$ cat src/rtl/la_cmd_pkg.sv
// Command-link definitions shared by the logic-analyser command path:
// opcodes, response codes, register/channel maps and command field slices.
package la_cmd_pkg;

    localparam int unsigned BAUD_DIV_DEF     = 868;
    localparam int unsigned TIMEOUT_CLKS_DEF = 17360;

    typedef enum logic [1:0] {
        ReadReg  = 2'b00,
        WriteReg = 2'b01,
        Dump     = 2'b10
    } opcode_e;

    localparam logic [7:0] ACK = 8'hA5;
    localparam logic [7:0] NAK = 8'hEE;

    typedef enum logic [5:0] {
        REG_TRIG_CFG   = 6'h00,
        REG_CH1_TRIG   = 6'h01,
        REG_CH2_TRIG   = 6'h02,
        REG_CH3_TRIG   = 6'h03,
        REG_CH4_TRIG   = 6'h04,
        REG_CH5_TRIG   = 6'h05,
        REG_DEC_PWR    = 6'h06,
        REG_VIH        = 6'h07,
        REG_VIL        = 6'h08,
        REG_MATCH_H    = 6'h09,
        REG_MATCH_L    = 6'h0A,
        REG_MASK_H     = 6'h0B,
        REG_MASK_L     = 6'h0C,
        REG_BAUD_CNT_H = 6'h0D,
        REG_BAUD_CNT_L = 6'h0E,
        REG_TRIG_POS_H = 6'h0F,
        REG_TRIG_POS_L = 6'h10
    } reg_addr_e;

    typedef enum logic [2:0] {
        CH1 = 3'd1,
        CH2 = 3'd2,
        CH3 = 3'd3,
        CH4 = 3'd4,
        CH5 = 3'd5
    } channel_e;

    typedef struct packed {
        logic [1:0] opcode;
        logic [5:0] addr;
        logic [7:0] data;
    } cmd_t;

    function automatic logic [1:0] cmd_opcode(input logic [15:0] c);
        return c[15:14];
    endfunction

    function automatic logic [5:0] cmd_addr(input logic [15:0] c);
        return c[13:8];
    endfunction

    function automatic logic [7:0] cmd_data(input logic [15:0] c);
        return c[7:0];
    endfunction

endpackage

$ cat src/rtl/uart_xcvr.sv
// Bit-level UART receiver and transmitter, 8N1, BAUD_DIV clocks per bit.
// RX and TX share nothing but clock and reset.
module uart_xcvr
    import la_cmd_pkg::*;
#(
    parameter int unsigned BAUD_DIV = BAUD_DIV_DEF
) (
    input  logic       clk,
    input  logic       rst_n,
    input  logic       rx_i,
    output logic [7:0] rx_byte_o,
    output logic       rx_vld_o,
    output logic       rx_ferr_o,
    output logic       rx_start_o,
    input  logic       trmt_i,
    input  logic [7:0] tx_data_i,
    output logic       tx_o,
    output logic       tx_done_o
);

    localparam logic [9:0] BAUD_LD = 10'(BAUD_DIV - 1);
    localparam logic [9:0] HALF_LD = 10'(BAUD_DIV / 2 - 1);
    localparam logic [3:0] STOP_BIT = 4'd9;

    localparam logic [0:0] RX_IDLE = 1'b0;
    localparam logic [0:0] RX_BUSY = 1'b1;
    localparam logic [0:0] TX_IDLE = 1'b0;
    localparam logic [0:0] TX_BUSY = 1'b1;

    logic [2:0] rx_sync_q;
    logic [0:0] rx_st_q, rx_st_d;
    logic [9:0] rx_baud_q, rx_baud_d;
    logic [3:0] rx_bit_q, rx_bit_d;
    logic [7:0] rx_shft_q, rx_shft_d;
    logic       rx_vld_q, rx_vld_d;
    logic       rx_ferr_q, rx_ferr_d;
    logic       rx_in;
    logic       rx_start;

    logic [0:0] tx_st_q, tx_st_d;
    logic [9:0] tx_baud_q, tx_baud_d;
    logic [3:0] tx_bit_q, tx_bit_d;
    logic [7:0] tx_shft_q, tx_shft_d;
    logic       tx_q, tx_d;
    logic       tx_done_q, tx_done_d;

    // [0],[1] synchronise; [2] is the previous synchronised value for edge detection
    assign rx_in    = rx_sync_q[1];
    assign rx_start = (rx_st_q == RX_IDLE) && rx_sync_q[2] && !rx_sync_q[1];

    always_comb begin
        rx_st_d   = rx_st_q;
        rx_baud_d = rx_baud_q;
        rx_bit_d  = rx_bit_q;
        rx_shft_d = rx_shft_q;
        rx_vld_d  = 1'b0;
        rx_ferr_d = 1'b0;
        if (rx_st_q == RX_IDLE) begin
            if (rx_start) begin
                rx_st_d   = RX_BUSY;
                rx_baud_d = HALF_LD;
                rx_bit_d  = '0;
            end
        end else if (rx_baud_q != '0) begin
            rx_baud_d = rx_baud_q - 10'd1;
        end else begin
            rx_baud_d = BAUD_LD;
            if (rx_bit_q == 4'd0) begin
                if (rx_in) rx_st_d = RX_IDLE;
                else       rx_bit_d = 4'd1;
            end else if (rx_bit_q == STOP_BIT) begin
                rx_st_d   = RX_IDLE;
                rx_vld_d  = rx_in;
                rx_ferr_d = !rx_in;
            end else begin
                rx_shft_d = {rx_in, rx_shft_q[7:1]};
                rx_bit_d  = rx_bit_q + 4'd1;
            end
        end
    end

    always_ff @(posedge clk or negedge rst_n) begin
        if (!rst_n) begin
            rx_sync_q <= '1;
            rx_st_q   <= RX_IDLE;
            rx_baud_q <= '0;
            rx_bit_q  <= '0;
            rx_shft_q <= '0;
            rx_vld_q  <= 1'b0;
            rx_ferr_q <= 1'b0;
        end else begin
            rx_sync_q <= {rx_sync_q[1:0], rx_i};
            rx_st_q   <= rx_st_d;
            rx_baud_q <= rx_baud_d;
            rx_bit_q  <= rx_bit_d;
            rx_shft_q <= rx_shft_d;
            rx_vld_q  <= rx_vld_d;
            rx_ferr_q <= rx_ferr_d;
        end
    end

    always_comb begin
        tx_st_d   = tx_st_q;
        tx_baud_d = tx_baud_q;
        tx_bit_d  = tx_bit_q;
        tx_shft_d = tx_shft_q;
        tx_d      = tx_q;
        tx_done_d = 1'b0;
        if (tx_st_q == TX_IDLE) begin
            if (trmt_i) begin
                tx_st_d   = TX_BUSY;
                tx_shft_d = tx_data_i;
                tx_d      = 1'b0;
                tx_baud_d = BAUD_LD;
                tx_bit_d  = '0;
            end
        end else if (tx_baud_q != '0) begin
            tx_baud_d = tx_baud_q - 10'd1;
        end else if (tx_bit_q == STOP_BIT) begin
            tx_st_d   = TX_IDLE;
            tx_d      = 1'b1;
            tx_done_d = 1'b1;
        end else begin
            // bit_q names the bit just finished; drive the one that follows it
            tx_baud_d = BAUD_LD;
            tx_bit_d  = tx_bit_q + 4'd1;
            if (tx_bit_q == 4'd8) begin
                tx_d = 1'b1;
            end else begin
                tx_d      = tx_shft_q[0];
                tx_shft_d = {1'b0, tx_shft_q[7:1]};
            end
        end
    end

    always_ff @(posedge clk or negedge rst_n) begin
        if (!rst_n) begin
            tx_st_q   <= TX_IDLE;
            tx_baud_q <= '0;
            tx_bit_q  <= '0;
            tx_shft_q <= '0;
            tx_q      <= 1'b1;
            tx_done_q <= 1'b0;
        end else begin
            tx_st_q   <= tx_st_d;
            tx_baud_q <= tx_baud_d;
            tx_bit_q  <= tx_bit_d;
            tx_shft_q <= tx_shft_d;
            tx_q      <= tx_d;
            tx_done_q <= tx_done_d;
        end
    end

    assign rx_byte_o  = rx_shft_q;
    assign rx_vld_o   = rx_vld_q;
    assign rx_ferr_o  = rx_ferr_q;
    assign rx_start_o = rx_start;
    assign tx_o       = tx_q;
    assign tx_done_o  = tx_done_q;

endmodule

$ cat src/rtl/cmd_uart_slave.sv
// Host command link, DUT side: assembles 16-bit commands from two UART bytes and sends responses.
// Optional inter-byte timeout enabled by defining CMD_TIMEOUT_EN.
module cmd_uart_slave
    import la_cmd_pkg::*;
#(
    parameter int unsigned BAUD_DIV     = BAUD_DIV_DEF,
    parameter int unsigned TIMEOUT_CLKS = TIMEOUT_CLKS_DEF
) (
    input  logic        clk,
    input  logic        rst_n,
    input  logic        RX,
    output logic        TX,
    output logic [15:0] cmd,
    output logic        cmd_rdy,
    input  logic        clr_cmd_rdy,
    input  logic [7:0]  resp,
    input  logic        send_resp,
    output logic        resp_sent
);

    localparam logic [0:0] ST_HIGH = 1'b0;
    localparam logic [0:0] ST_LOW  = 1'b1;

    logic [7:0]  rx_byte;
    logic        rx_vld;
    logic        rx_ferr;
    logic        rx_start;

    logic [0:0]  byte_st_q, byte_st_d;
    logic [7:0]  high_q, high_d;
    logic [15:0] cmd_q, cmd_d;
    logic        cmd_rdy_q, cmd_rdy_d;

    uart_xcvr #(
        .BAUD_DIV (BAUD_DIV)
    ) u_xcvr (
        .clk        (clk),
        .rst_n      (rst_n),
        .rx_i       (RX),
        .rx_byte_o  (rx_byte),
        .rx_vld_o   (rx_vld),
        .rx_ferr_o  (rx_ferr),
        .rx_start_o (rx_start),
        .trmt_i     (send_resp),
        .tx_data_i  (resp),
        .tx_o       (TX),
        .tx_done_o  (resp_sent)
    );

`ifdef CMD_TIMEOUT_EN
    localparam int unsigned TO_W = $clog2(TIMEOUT_CLKS + 1);
    localparam logic [TO_W-1:0] TO_LAST = TO_W'(TIMEOUT_CLKS - 1);

    logic [TO_W-1:0] to_cnt_q, to_cnt_d;
    logic            timeout;

    always_comb begin
        to_cnt_d = to_cnt_q;
        if (byte_st_q == ST_HIGH || rx_start) begin
            to_cnt_d = '0;
        end else if (to_cnt_q != TO_LAST) begin
            to_cnt_d = to_cnt_q + 1'b1;
        end
    end

    assign timeout = (byte_st_q == ST_LOW) && (to_cnt_q == TO_LAST) && !rx_start;

    always_ff @(posedge clk or negedge rst_n) begin
        if (!rst_n) to_cnt_q <= '0;
        else        to_cnt_q <= to_cnt_d;
    end
`else
    logic timeout;
    assign timeout = 1'b0;
`endif

    always_comb begin
        byte_st_d = byte_st_q;
        high_d    = high_q;
        cmd_d     = cmd_q;
        cmd_rdy_d = cmd_rdy_q;
        if (clr_cmd_rdy || (rx_start && byte_st_q == ST_HIGH)) begin
            cmd_rdy_d = 1'b0;
        end
        // A completing command overrides the clear above: set wins
        if (rx_ferr) begin
            byte_st_d = ST_HIGH;
        end else if (rx_vld) begin
            if (byte_st_q == ST_HIGH) begin
                high_d    = rx_byte;
                byte_st_d = ST_LOW;
            end else begin
                cmd_d     = {high_q, rx_byte};
                cmd_rdy_d = 1'b1;
                byte_st_d = ST_HIGH;
            end
        end else if (timeout) begin
            byte_st_d = ST_HIGH;
        end
    end

    always_ff @(posedge clk or negedge rst_n) begin
        if (!rst_n) begin
            byte_st_q <= ST_HIGH;
            high_q    <= '0;
            cmd_q     <= '0;
            cmd_rdy_q <= 1'b0;
        end else begin
            byte_st_q <= byte_st_d;
            high_q    <= high_d;
            cmd_q     <= cmd_d;
            cmd_rdy_q <= cmd_rdy_d;
        end
    end

    assign cmd     = cmd_q;
    assign cmd_rdy = cmd_rdy_q;

endmodule

$ cat config.mk
export PLATFORM = sky130hd
export DESIGN_NAME = cmd_uart_slave
export DESIGN_NICKNAME = d
export VERILOG_FILES = /design/src/rtl/la_cmd_pkg.sv /design/src/rtl/uart_xcvr.sv /design/src/rtl/cmd_uart_slave.sv
export SDC_FILE = /design/constraint.sdc
export NUM_CORES = 1
export LEC_CHECK = 0
export CORE_MARGIN = 4
export CORE_UTILIZATION = 50
export DETAILED_ROUTE_END_ITERATION = 6
export PLACE_DENSITY = 0.72
export SYNTH_ARGS = -nofsm -noshare
export SYNTH_HDL_FRONTEND = slang
export SYNTH_SLANG_ARGS = --single-unit
$ cat constraint.sdc
create_clock -name clk -period 4 [get_ports clk]
set_clock_uncertainty 0.15 [all_clocks]
set_input_delay 0.4 -clock clk [delete_from_list [all_inputs] [get_ports clk]]
set_output_delay 0.4 -clock clk [all_outputs]
set_load 0.005 [all_outputs]
Word level (Yosys, flattened, before mapping) --
Cells that the tools add are included.
Storage, ports and cells: word-level logic and storage cells 111, output and inout bits 19, bits in registers 79
Operators by class: reduce and logical (&&, ||, !) cells 19, $add $sub $neg 4, bitwise gates (word level) 6, mux-type cells 55, equality and inequality tests 10
Operator list (count):
- 10-bit 2-to-1 mux | 7
- 4-bit 2-to-1 mux | 10
- 8-bit 2-to-1 mux | 5
- 1-bit 2-to-1 mux | 33
- 10-bit nonzero test | 2
- 10-bit by 1-bit subtractor with 10-bit output, second input constant | 2
- 4-bit == test, second input constant | 3
- 4-bit AND reduction | 3
- 3-bit != test, second input constant | 3
- 3-bit AND reduction | 3
- 4-bit by 1-bit adder with 4-bit output, second input constant | 2
- 2-bit != test, second input constant | 4
- 1-bit inverter | 6
- 2-bit nonzero test | 3
- 4-bit logical NOT | 1
- 2-bit AND reduction | 2
- 1-bit logical AND | 3
- 1-bit logical NOT | 1
- 1-bit logical OR | 1

Logic depth before layout (Yosys ltp) --
Gate-level depths: netlist of run 1.
depth in word-level cells 9, gate-level depth with buffers 7, depth with buffers taken out 6

By module --
From an unflattened synthesis of run 1, not the netlist that was laid out.
Second synthesis, totals: cells, all modules 305, area total of the unflattened synthesis 3754.9 um2
Modules (own cells, without submodules):
- uart_xcvr | sequential area each 1331.3 um2, cells an instance 247, instances 1, area each 2718.9 um2
- cmd_uart_slave | sequential area each 650.6 um2, cells an instance 58, instances 1, area each 1036.0 um2

Worst setup path before layout of run 1 --
No wires, ideal clock.
kind reg2reg, start register u_xcvr.tx_baud_q[0], end register u_xcvr.tx_baud_q[5], setup time 0.131 ns, required time 3.719 ns, path buffers 0, arrival time 1.940 ns, clock period less this slack 2.221 ns, path slack 1.779 ns, cell stages (with the launch flop) 7, path through dfrtp_1 -> inv_1 -> ha_1 -> or4b_1 -> nor4_4 -> nor4_1 -> or3_1
On the way: cells in the longest elaborated chain, start to end 3, elaborated cells on any way between the ends 6, classes of those cells add/sub (1); eq/ne (1); mux (2); reduce/logical (2)
RTL lines:
- from (decl) | line uart_xcvr.sv:41 | logic [9:0] tx_baud_q, tx_baud_d;
- from (signal assigned) | line uart_xcvr.sv:146 | tx_baud_q <= tx_baud_d;
- 10-bit by 1-bit subtractor with 10-bit output / 10-bit nonzero test (equally long branches) | line uart_xcvr.sv:118, uart_xcvr.sv:117
- 10-bit 2-to-1 mux / 3-bit != test (equally long branches)
- 10-bit 2-to-1 mux / 2-bit AND reduction (equally long branches)
Several ways; a longest one is shown, not always the timed one. A chain may end at the register's enable or synchronous reset.

Worst setup path after layout of run 1 --
start register u_xcvr.tx_baud_q[0], end register u_xcvr.tx_shft_q[6]
On the way: cells in the longest elaborated chain, start to end 3
RTL lines:
- 10-bit nonzero test | line uart_xcvr.sv:117 | end else if (tx_baud_q != '0) begin
- 2-bit != test (no source line)
- 4-bit AND reduction (no source line)
- to (signal assigned) | line uart_xcvr.sv:148 | tx_shft_q <= tx_shft_d;
- to (decl) | line uart_xcvr.sv:43 | logic [7:0] tx_shft_q, tx_shft_d;
Every way passes these cells.

==> metrics.txt, run 1 <==
# TYPE chip_impl_metric gauge
chip_impl_metric{name="synth-edff-count",unit=""} 0
chip_impl_metric{name="grt_remaining_overflow",unit=""} 0
chip_impl_metric{name="syn_area_per_cell",unit="um2"} 11.1
chip_impl_metric{name="design.core.area",unit="um2"} 7330
chip_impl_metric{name="totalPowerFinal",unit="mW"} 2.05
chip_impl_metric{name="cts_setup_buffers",unit=""} 0
chip_impl_info{name="crit_type",value="flop to flop"} 1
chip_impl_metric{name="arrival",unit="ns"} 2.73
chip_impl_metric{name="diodes_inserted",unit=""} 0
chip_impl_info{name="timing.hold.worst.class",value="input pin to asynchronous set/reset pin"} 1
chip_impl_info{name="run_status",value="complete, no violations"} 1
chip_impl_metric{name="ys_seq_area_frac",unit=""} 0.518
chip_impl_info{name="critical_path.reg2reg.endpoint",value="u_xcvr.tx_shft_q[6]$_DFFE_PN0P_"} 1
chip_impl_metric{name="clock.fmax",unit="GHz"} 0.378
chip_impl_metric{name="grt_first_pass_wirelength",unit="mm"} 13.2
chip_impl_metric{name="tns",unit="ns"} 0
chip_impl_metric{name="clock_edge_transition_at_the_registers_on_the_reported_setup_and_hold_paths",unit="ns"} 0.09
chip_impl_metric{name="grt_max_degree",unit=""} 80
chip_impl_metric{name="maximum_capacitance_violations",unit=""} 0
chip_impl_metric{name="vias_per_cell",unit=""} 5.79
chip_impl_metric{name="dieArea",unit="um2"} 9120
chip_impl_metric{name="clk_path_buf_depth",unit=""} 2
chip_impl_metric{name="htree_levels",unit=""} 3
chip_impl_info{name="yosys_most_used_dff",value="sky130_fd_sc_hd__dfrtp_1"} 1
chip_impl_metric{name="setup_slack",unit="ns"} 1.35
chip_impl_info{name="endpoint",value="u_xcvr.tx_shft_q[6]$_DFFE_PN0P_"} 1
chip_impl_metric{name="routed_wire_length_per_instance",unit="um"} 15.8
chip_impl_metric{name="routabilityCongestion",unit=""} 0.868
chip_impl_metric{name="clkSinkCount",unit=""} 79
chip_impl_metric{name="ctsResizeCount",unit=""} 0
chip_impl_metric{name="transition_time_at_the_pin_with_the_least_slew_margin",unit="ns"} 0.971
chip_impl_metric{name="antenna_violating_nets_post_route",unit=""} 0
chip_impl_metric{name="numPortBuffers",unit=""} 31
chip_impl_metric{name="timing.final.crit_share",unit=""} 0.661
chip_impl_metric{name="synthDominantCellAreaShare",unit=""} 0.490
chip_impl_metric{name="slew-limit-headroom",unit=""} 0.352
chip_impl_info{name="top_count_cell_post_synth",value="sky130_fd_sc_hd__dfrtp_1"} 1
chip_impl_metric{name="drt_iter0_drc",unit=""} 100
chip_impl_metric{name="initial_cell_density_of_the_core",unit=""} 0.522
chip_impl_info{name="timing.critical_path.from_type",value="flop"} 1
chip_impl_metric{name="multiInputGateArea",unit="um2"} 1720
chip_impl_metric{name="layout.core_utilization",unit=""} 0.600
chip_impl_metric{name="floorplan.die.height",unit="um"} 95.5
chip_impl_metric{name="io-pin-count",unit=""} 32
chip_impl_metric{name="sequential_cell_area",unit="um2"} 1980
chip_impl_metric{name="power_leakage",unit="nW"} 1.94
chip_impl_metric{name="floorplan.die.width",unit="um"} 95.5
chip_impl_metric{name="total_clock_buffers_created_by_cts",unit=""} 9
chip_impl_metric{name="fill_cells",unit=""} 594
chip_impl_metric{name="grt_use_total",unit=""} 0.182
chip_impl_metric{name="synth_area",unit="um2"} 3830
chip_impl_info{name="worstReg2RegStart",value="u_xcvr.tx_baud_q[0]$_DFFE_PN0P_"} 1
chip_impl_metric{name="post_synth_num_cell_types",unit=""} 58
chip_impl_metric{name="grt_antenna_before_repair",unit=""} 0
chip_impl_metric{name="required",unit="ns"} 4.08
chip_impl_info{name="rsz_0062_raised_after_global_routing",value="no"} 1
chip_impl_metric{name="worst_supply_voltage_drop_on_vdd",unit="mV"} 0.252
chip_impl_info{name="critPathCaptureType",value="flop"} 1
chip_impl_metric{name="setup_viol_count_final",unit=""} 0
chip_impl_info{name="synthTopCellsByArea",value="sky130_fd_sc_hd__dfrtp_1 (49%), sky130_fd_sc_hd__mux2_2 (9.4%), sky130_fd_sc_hd__a211oi_1 (2.7%)"} 1
chip_impl_metric{name="row_count",unit=""} 31
chip_impl_metric{name="final_cell_count_no_fill",unit=""} 477
chip_impl_metric{name="timing_max_transition_violations_final",unit=""} 0
chip_impl_metric{name="setup.reg_to_reg.worst_slack",unit="ns"} 1.35
chip_impl_metric{name="drcViolationCount",unit=""} 0
chip_impl_metric{name="worst_skew_pair.late_latency",unit="ns"} 0.35
chip_impl_metric{name="cts.hold.buffers_added",unit=""} 0
chip_impl_metric{name="ys_ff_latch",unit=""} 79
chip_impl_metric{name="powerDensity",unit="nW/um2"} 467
chip_impl_info{name="ctsRootBufferMaster",value="sky130_fd_sc_hd__clkbuf_8"} 1
chip_impl_metric{name="yosysWarnings",unit=""} 0
chip_impl_metric{name="drtPass1Iterations",unit=""} 4
chip_impl_info{name="tritoncts",value="built"} 1
chip_impl_metric{name="dp_hpwl",unit="mm"} 5.07
chip_impl_metric{name="finalHoldWorstSlack",unit="ns"} 0.0449
chip_impl_metric{name="worstRegToRegCells",unit=""} 6
chip_impl_metric{name="crit_path_max_fanout",unit=""} 15
chip_impl_info{name="synth_largest_area_cell",value="sky130_fd_sc_hd__dfrtp_1"} 1
chip_impl_metric{name="worst_slack_at_placement",unit="ns"} 1.17
chip_impl_metric{name="vias",unit=""} 2764
chip_impl_metric{name="finalHoldViolations",unit=""} 0
chip_impl_metric{name="synthArstFlopShare",unit=""} 1.00
chip_impl_metric{name="share_of_layout_cells_above_drive_strength_1",unit=""} 0.180
chip_impl_info{name="synth.top_cells.by_count",value="sky130_fd_sc_hd__dfrtp_1 (75), sky130_fd_sc_hd__mux2_2 (32), sky130_fd_sc_hd__nor2_1 (28)"} 1
chip_impl_metric{name="final_cell_area_excluding_filler_cells",unit="um2"} 4400
chip_impl_metric{name="grt_pass1_vias",unit=""} 2731
chip_impl_metric{name="finalWorstPathRequiredPeriod",unit="ns"} 2.65
chip_impl_metric{name="fin_nets",unit=""} 394
chip_impl_info{name="crit_start",value="u_xcvr.tx_baud_q[0]$_DFFE_PN0P_"} 1
chip_impl_metric{name="cell_count_after_synthesis",unit=""} 345
chip_impl_metric{name="synth.net_count",unit=""} 366
chip_impl_metric{name="postPlaceCellArea",unit="um2"} 4190
chip_impl_metric{name="layout-area-overhead-vs-synth",unit="%"} 14.9
chip_impl_metric{name="postRouteWirelength",unit="mm"} 7.52
chip_impl_metric{name="dp_cells",unit=""} 461
[critical path, stage by stage (launching register included)]
cell,delay (ns)
sky130_fd_sc_hd__dfrtp_1,0.40
sky130_fd_sc_hd__inv_1,0.06
sky130_fd_sc_hd__ha_1,0.23
sky130_fd_sc_hd__or4b_1,0.63
sky130_fd_sc_hd__a2111oi_4,0.70
sky130_fd_sc_hd__nor3b_1,0.31
sky130_fd_sc_hd__nor3_2,0.06
[worst min path at each step]
stage / startpoint / cells after the start / end
final: rst_n / 1 / u_xcvr.rx_baud_q[0]$_DFFE_PN0P_
after global routing: rst_n / 1 / u_xcvr.rx_baud_q[0]$_DFFE_PN0P_
after CTS: rst_n / 1 / u_xcvr.rx_baud_q[0]$_DFFE_PN0P_
after detailed placement: u_xcvr.rx_sync_q[0]$_DFF_PN1_ / 0 / u_xcvr.rx_sync_q[1]$_DFF_PN1_
after global placement: u_xcvr.rx_sync_q[0]$_DFF_PN1_ / 0 / u_xcvr.rx_sync_q[1]$_DFF_PN1_
after floorplan: rst_n / 0 / byte_st_q$_DFFE_PN0P_
[power by group]
part / internal (mW) / switching, mW / total [mW]
Sequential: 0.909 / 0.139 / 1.05
Combinational: 0.178 / 0.204 / 0.382
Clock: 0.302 / 0.322 / 0.624
[logic make-up (layout without fill, tap and decap cells)]
| family | count (synthesis) | in the layout | share of synthesized area |
|---|---|---|---|
| fa+ha+maj | 8 | 8 | 0.0262 |
| xor+xnor | 5 | 5 | 0.0114 |
| mux | 34 | 34 | 0.0994 |
| flops | 79 | 79 | 0.518 |
| simple gates | 119 | 119 | 0.179 |
| buf+inv | 29 | 62 | 0.0327 |
| compound gates | 71 | 71 | 0.133 |
[state kept, by name (all words and copies together) (netlist names), 3 cells and up]
name              count
cmd                  16
u_xcvr.rx_baud_q     10
u_xcvr.tx_baud_q     10
high_q                8
u_xcvr.rx_byte_o      8
u_xcvr.tx_shft_q      8
u_xcvr.rx_bit_q       4
u_xcvr.tx_bit_q       4
u_xcvr.rx_sync_q      3
[routing by layer]
layer  vias up  track usage  share of wire
li1       1326            -              -
met1      1366        0.250           0.46
met2        64        0.287           0.49
met3         8       0.0481          0.041
met4         0       0.0474          0.012
met5         -            0              0
[area by class of cell]
type | instances | area share
sequential | 79 | 0.451
timing repair buffer | 31 | 0.0700
tap | 99 | 0.0282
clock inverter | 7 | 0.0191
multi-input combinational | 237 | 0.391
clock buffer | 9 | 0.0282
inverter | 15 | 0.0128
[cell usage in the layout (no fill, tap or decap), types with 3 or more instances in the layout]
cell                              count
sky130_fd_sc_hd__ha_1                 8
sky130_fd_sc_hd__nand4b_1             3
sky130_fd_sc_hd__xnor2_1              4
sky130_fd_sc_hd__nand2_1             19
sky130_fd_sc_hd__clkbuf_8             9
sky130_fd_sc_hd__a21oi_1             18
sky130_fd_sc_hd__nor3_1              14
sky130_fd_sc_hd__inv_1               15
sky130_fd_sc_hd__nand3b_1             4
sky130_fd_sc_hd__clkdlybuf4s50_1     30
sky130_fd_sc_hd__nor4b_1              3
sky130_fd_sc_hd__dfstp_2              4
sky130_fd_sc_hd__nand2b_1             6
sky130_fd_sc_hd__o21ai_0             10
sky130_fd_sc_hd__or2_2                3
sky130_fd_sc_hd__nor3b_1              3
sky130_fd_sc_hd__or4_1                5
sky130_fd_sc_hd__nor2_1              28
sky130_fd_sc_hd__o31ai_1              4
sky130_fd_sc_hd__a31oi_1              4
sky130_fd_sc_hd__or3_1                6
sky130_fd_sc_hd__dfrtp_1             75
sky130_fd_sc_hd__nand3_1              5
sky130_fd_sc_hd__nor4_1               4
sky130_fd_sc_hd__a211oi_1            14
sky130_fd_sc_hd__inv_6                4
sky130_fd_sc_hd__mux2_2              32
Power figures use the tool's default switching activity.
==> run 2: changes to the inputs <==
clock period = 2.5 ns   (was 4 ns; I/O delays follow)
==> metrics.txt, run 2 (synthesized netlist as in run 1, its figures left out) <==
# TYPE chip_impl_metric gauge
chip_impl_info{name="run_status",value="complete, no violations"} 1
chip_impl_metric{name="design.core.area",unit="um2"} 7330
chip_impl_metric{name="finalHoldViolations",unit=""} 0
chip_impl_metric{name="grt_pass1_vias",unit=""} 2701
chip_impl_metric{name="worst_slack_at_placement",unit="ns"} 0.154
chip_impl_metric{name="largest_register_ffs",unit=""} 16
chip_impl_metric{name="maximum_capacitance_violations",unit=""} 0
chip_impl_metric{name="final_cell_count_no_fill",unit=""} 493
chip_impl_metric{name="antenna_violating_nets_post_route",unit=""} 0
chip_impl_info{name="timing.critical_path.from_type",value="flop"} 1
chip_impl_metric{name="critical_path.max_stage_delay",unit="ns"} 0.54
chip_impl_metric{name="arrival",unit="ns"} 2.34
chip_impl_metric{name="multiInputGateArea",unit="um2"} 1720
chip_impl_metric{name="grt_first_pass_wirelength",unit="mm"} 12.6
chip_impl_metric{name="share_of_layout_cells_above_drive_strength_1",unit=""} 0.213
chip_impl_metric{name="postRouteWirelength",unit="mm"} 7.39
chip_impl_metric{name="drcViolationCount",unit=""} 0
chip_impl_metric{name="finalHoldWorstSlack",unit="ns"} 0.211
chip_impl_metric{name="grt_max_degree",unit=""} 45
chip_impl_metric{name="vias",unit=""} 2810
chip_impl_metric{name="sequential_cell_area",unit="um2"} 1980
chip_impl_metric{name="fin_nets",unit=""} 410
chip_impl_info{name="timing.hold.worst.class",value="input pin to flop"} 1
chip_impl_info{name="most-common-layout-cells",value="sky130_fd_sc_hd__dfrtp_1 (75), sky130_fd_sc_hd__mux2_2 (32), sky130_fd_sc_hd__clkdlybuf4s50_1 (30)"} 1
chip_impl_info{name="rsz_0062_raised_after_global_routing",value="no"} 1
chip_impl_metric{name="power_leakage",unit="nW"} 2.03
chip_impl_metric{name="row_count",unit=""} 31
chip_impl_metric{name="diodes_inserted",unit=""} 0
chip_impl_metric{name="drt_iter0_drc",unit=""} 83
chip_impl_info{name="most_frequent_standard_cell_in_the_layout_excluding_fill_and_tap_cells",value="sky130_fd_sc_hd__dfrtp_1"} 1
chip_impl_metric{name="clkSinkCount",unit=""} 79
chip_impl_metric{name="layout.core_utilization",unit=""} 0.621
chip_impl_info{name="worst_path_max_delay_cell",value="sky130_fd_sc_hd__or4b_4"} 1
chip_impl_metric{name="routed_wire_length_per_instance",unit="um"} 15.0
chip_impl_metric{name="clk_path_buf_depth",unit=""} 2
chip_impl_info{name="crit_type",value="flop to flop"} 1
chip_impl_metric{name="dp_cells",unit=""} 476
chip_impl_metric{name="vias_per_cell",unit=""} 5.70
chip_impl_metric{name="required",unit="ns"} 2.59
chip_impl_info{name="critPathCaptureType",value="flop"} 1
chip_impl_info{name="critical_path.cell_chain",value="inv_1, ha_1, or4b_4, a2111oi_4, buf_12, nor3b_1, nor3_2"} 1
chip_impl_metric{name="tns",unit="ns"} 0
chip_impl_metric{name="floorplan.die.height",unit="um"} 95.5
chip_impl_metric{name="crit_path_max_fanout",unit=""} 15
chip_impl_metric{name="initial_cell_density_of_the_core",unit=""} 0.522
chip_impl_metric{name="grt_use_total",unit=""} 0.179
chip_impl_info{name="ctsRootBufferMaster",value="sky130_fd_sc_hd__clkbuf_8"} 1
chip_impl_metric{name="grt_antenna_before_repair",unit=""} 0
chip_impl_metric{name="timing.final.crit_share",unit=""} 0.901
chip_impl_metric{name="fill_cells",unit=""} 575
chip_impl_metric{name="dp_hpwl",unit="mm"} 5.27
chip_impl_info{name="tritoncts",value="built"} 1
chip_impl_metric{name="clock.fmax",unit="GHz"} 0.444
chip_impl_metric{name="io-pin-count",unit=""} 32
chip_impl_metric{name="timing_max_transition_violations_final",unit=""} 0
chip_impl_metric{name="htree_levels",unit=""} 3
chip_impl_metric{name="total_clock_buffers_created_by_cts",unit=""} 9
chip_impl_metric{name="powerDensity",unit="nW/um2"} 722
chip_impl_metric{name="clock_edge_transition_at_the_registers_on_the_reported_setup_and_hold_paths",unit="ns"} 0.09
chip_impl_metric{name="numPortBuffers",unit=""} 31
chip_impl_metric{name="transition_time_at_the_pin_with_the_least_slew_margin",unit="ns"} 0.708
chip_impl_metric{name="floorplan.die.width",unit="um"} 95.5
chip_impl_metric{name="cts_setup_buffers",unit=""} 0
chip_impl_metric{name="routabilityCongestion",unit=""} 0.878
chip_impl_metric{name="drtPass1Iterations",unit=""} 4
chip_impl_metric{name="grt_remaining_overflow",unit=""} 0
chip_impl_metric{name="dieArea",unit="um2"} 9120
chip_impl_metric{name="setup_slack",unit="ns"} 0.248
chip_impl_metric{name="layout-area-overhead-vs-synth",unit="%"} 19.0
chip_impl_metric{name="finalWorstPathRequiredPeriod",unit="ns"} 2.25
chip_impl_metric{name="worst_supply_voltage_drop_on_vdd",unit="mV"} 0.405
chip_impl_metric{name="final_cell_area_excluding_filler_cells",unit="um2"} 4550
chip_impl_metric{name="totalPowerFinal",unit="mW"} 3.29
chip_impl_metric{name="postPlaceCellArea",unit="um2"} 4330
chip_impl_metric{name="slew-limit-headroom",unit=""} 0.526
chip_impl_metric{name="setup_viol_count_final",unit=""} 0
chip_impl_metric{name="worst_skew_pair.late_latency",unit="ns"} 0.36
run 2: cell types whose count changed in the layout (fill, tap and decap cells not counted), sizes merged:
| cell | previous run | this run |
|---|---|---|
| buf | 1 | 16 |
| inv | 20 | 19 |
| dlygate4sd3 | 0 | 1 |
| clkinvlp | 1 | 0 |
| clkinv | 0 | 2 |
run 2: timing repair:
action | CTS | global route
setup endpoints to repair | 0 | 1
gates resized for setup | 0 | 1
hold buffers | 1 | 0
hold endpoints to repair | 40 | 0
run 2: critical path, delay by kind of cell (launching register included):
kind	cells	cell delay, ns
compound gates	1	0.28
buf+inv	2	0.25
fa+ha+maj	1	0.22
flops	1	0.41
simple gates	3	0.83
run 2: path summary, 6_finish.rpt:
check	to	start	cells past startpoint	slack [ns]
setup / recovery	u_xcvr.tx_shft_q[6]$_DFFE_PN0P_	u_xcvr.tx_baud_q[0]$_DFFE_PN0P_	7	0.25
hold / removal	u_xcvr.rx_sync_q[0]$_DFF_PN1_	RX	1	0.21
setup reg to reg	u_xcvr.tx_shft_q[6]$_DFFE_PN0P_	u_xcvr.tx_baud_q[0]$_DFFE_PN0P_	7	0.25
hold reg to reg	u_xcvr.rx_sync_q[1]$_DFF_PN1_	u_xcvr.rx_sync_q[0]$_DFF_PN1_	0	0.21
max in group asynchronous	u_xcvr.tx_o$_DFFE_PN1P_	rst_n	3	1.27
min in group asynchronous	u_xcvr.rx_baud_q[2]$_DFFE_PN0P_	rst_n	2	0.28
run 2: layout make-up:
type,count,area share
Sequential cell,79,0.435
Multi-Input combinational cell,237,0.379
Timing Repair Buffer,47,0.100
Clock buffer,9,0.0272
Tap cell,99,0.0272
Clock inverter,7,0.0192
Inverter,15,0.0124
run 2: report_power, final:
part | switching (mW) | internal [mW] | leakage, nW
Clock | 0.516 | 0.486 | 0.108
Combinational | 0.319 | 0.297 | 0.910
Sequential | 0.216 | 1.45 | 1.02
run 2: per-layer routing:
metal / track usage / vias to the layer above / wire, um / share of wire
li1: - / 1355 / - / -
met1: 0.231 / 1394 / 3330 / 0.45
met2: 0.289 / 53 / 3620 / 0.49
met3: 0.0560 / 8 / 351 / 0.048
met4: 0.0545 / 0 / 89 / 0.012
met5: 0 / - / 0 / 0
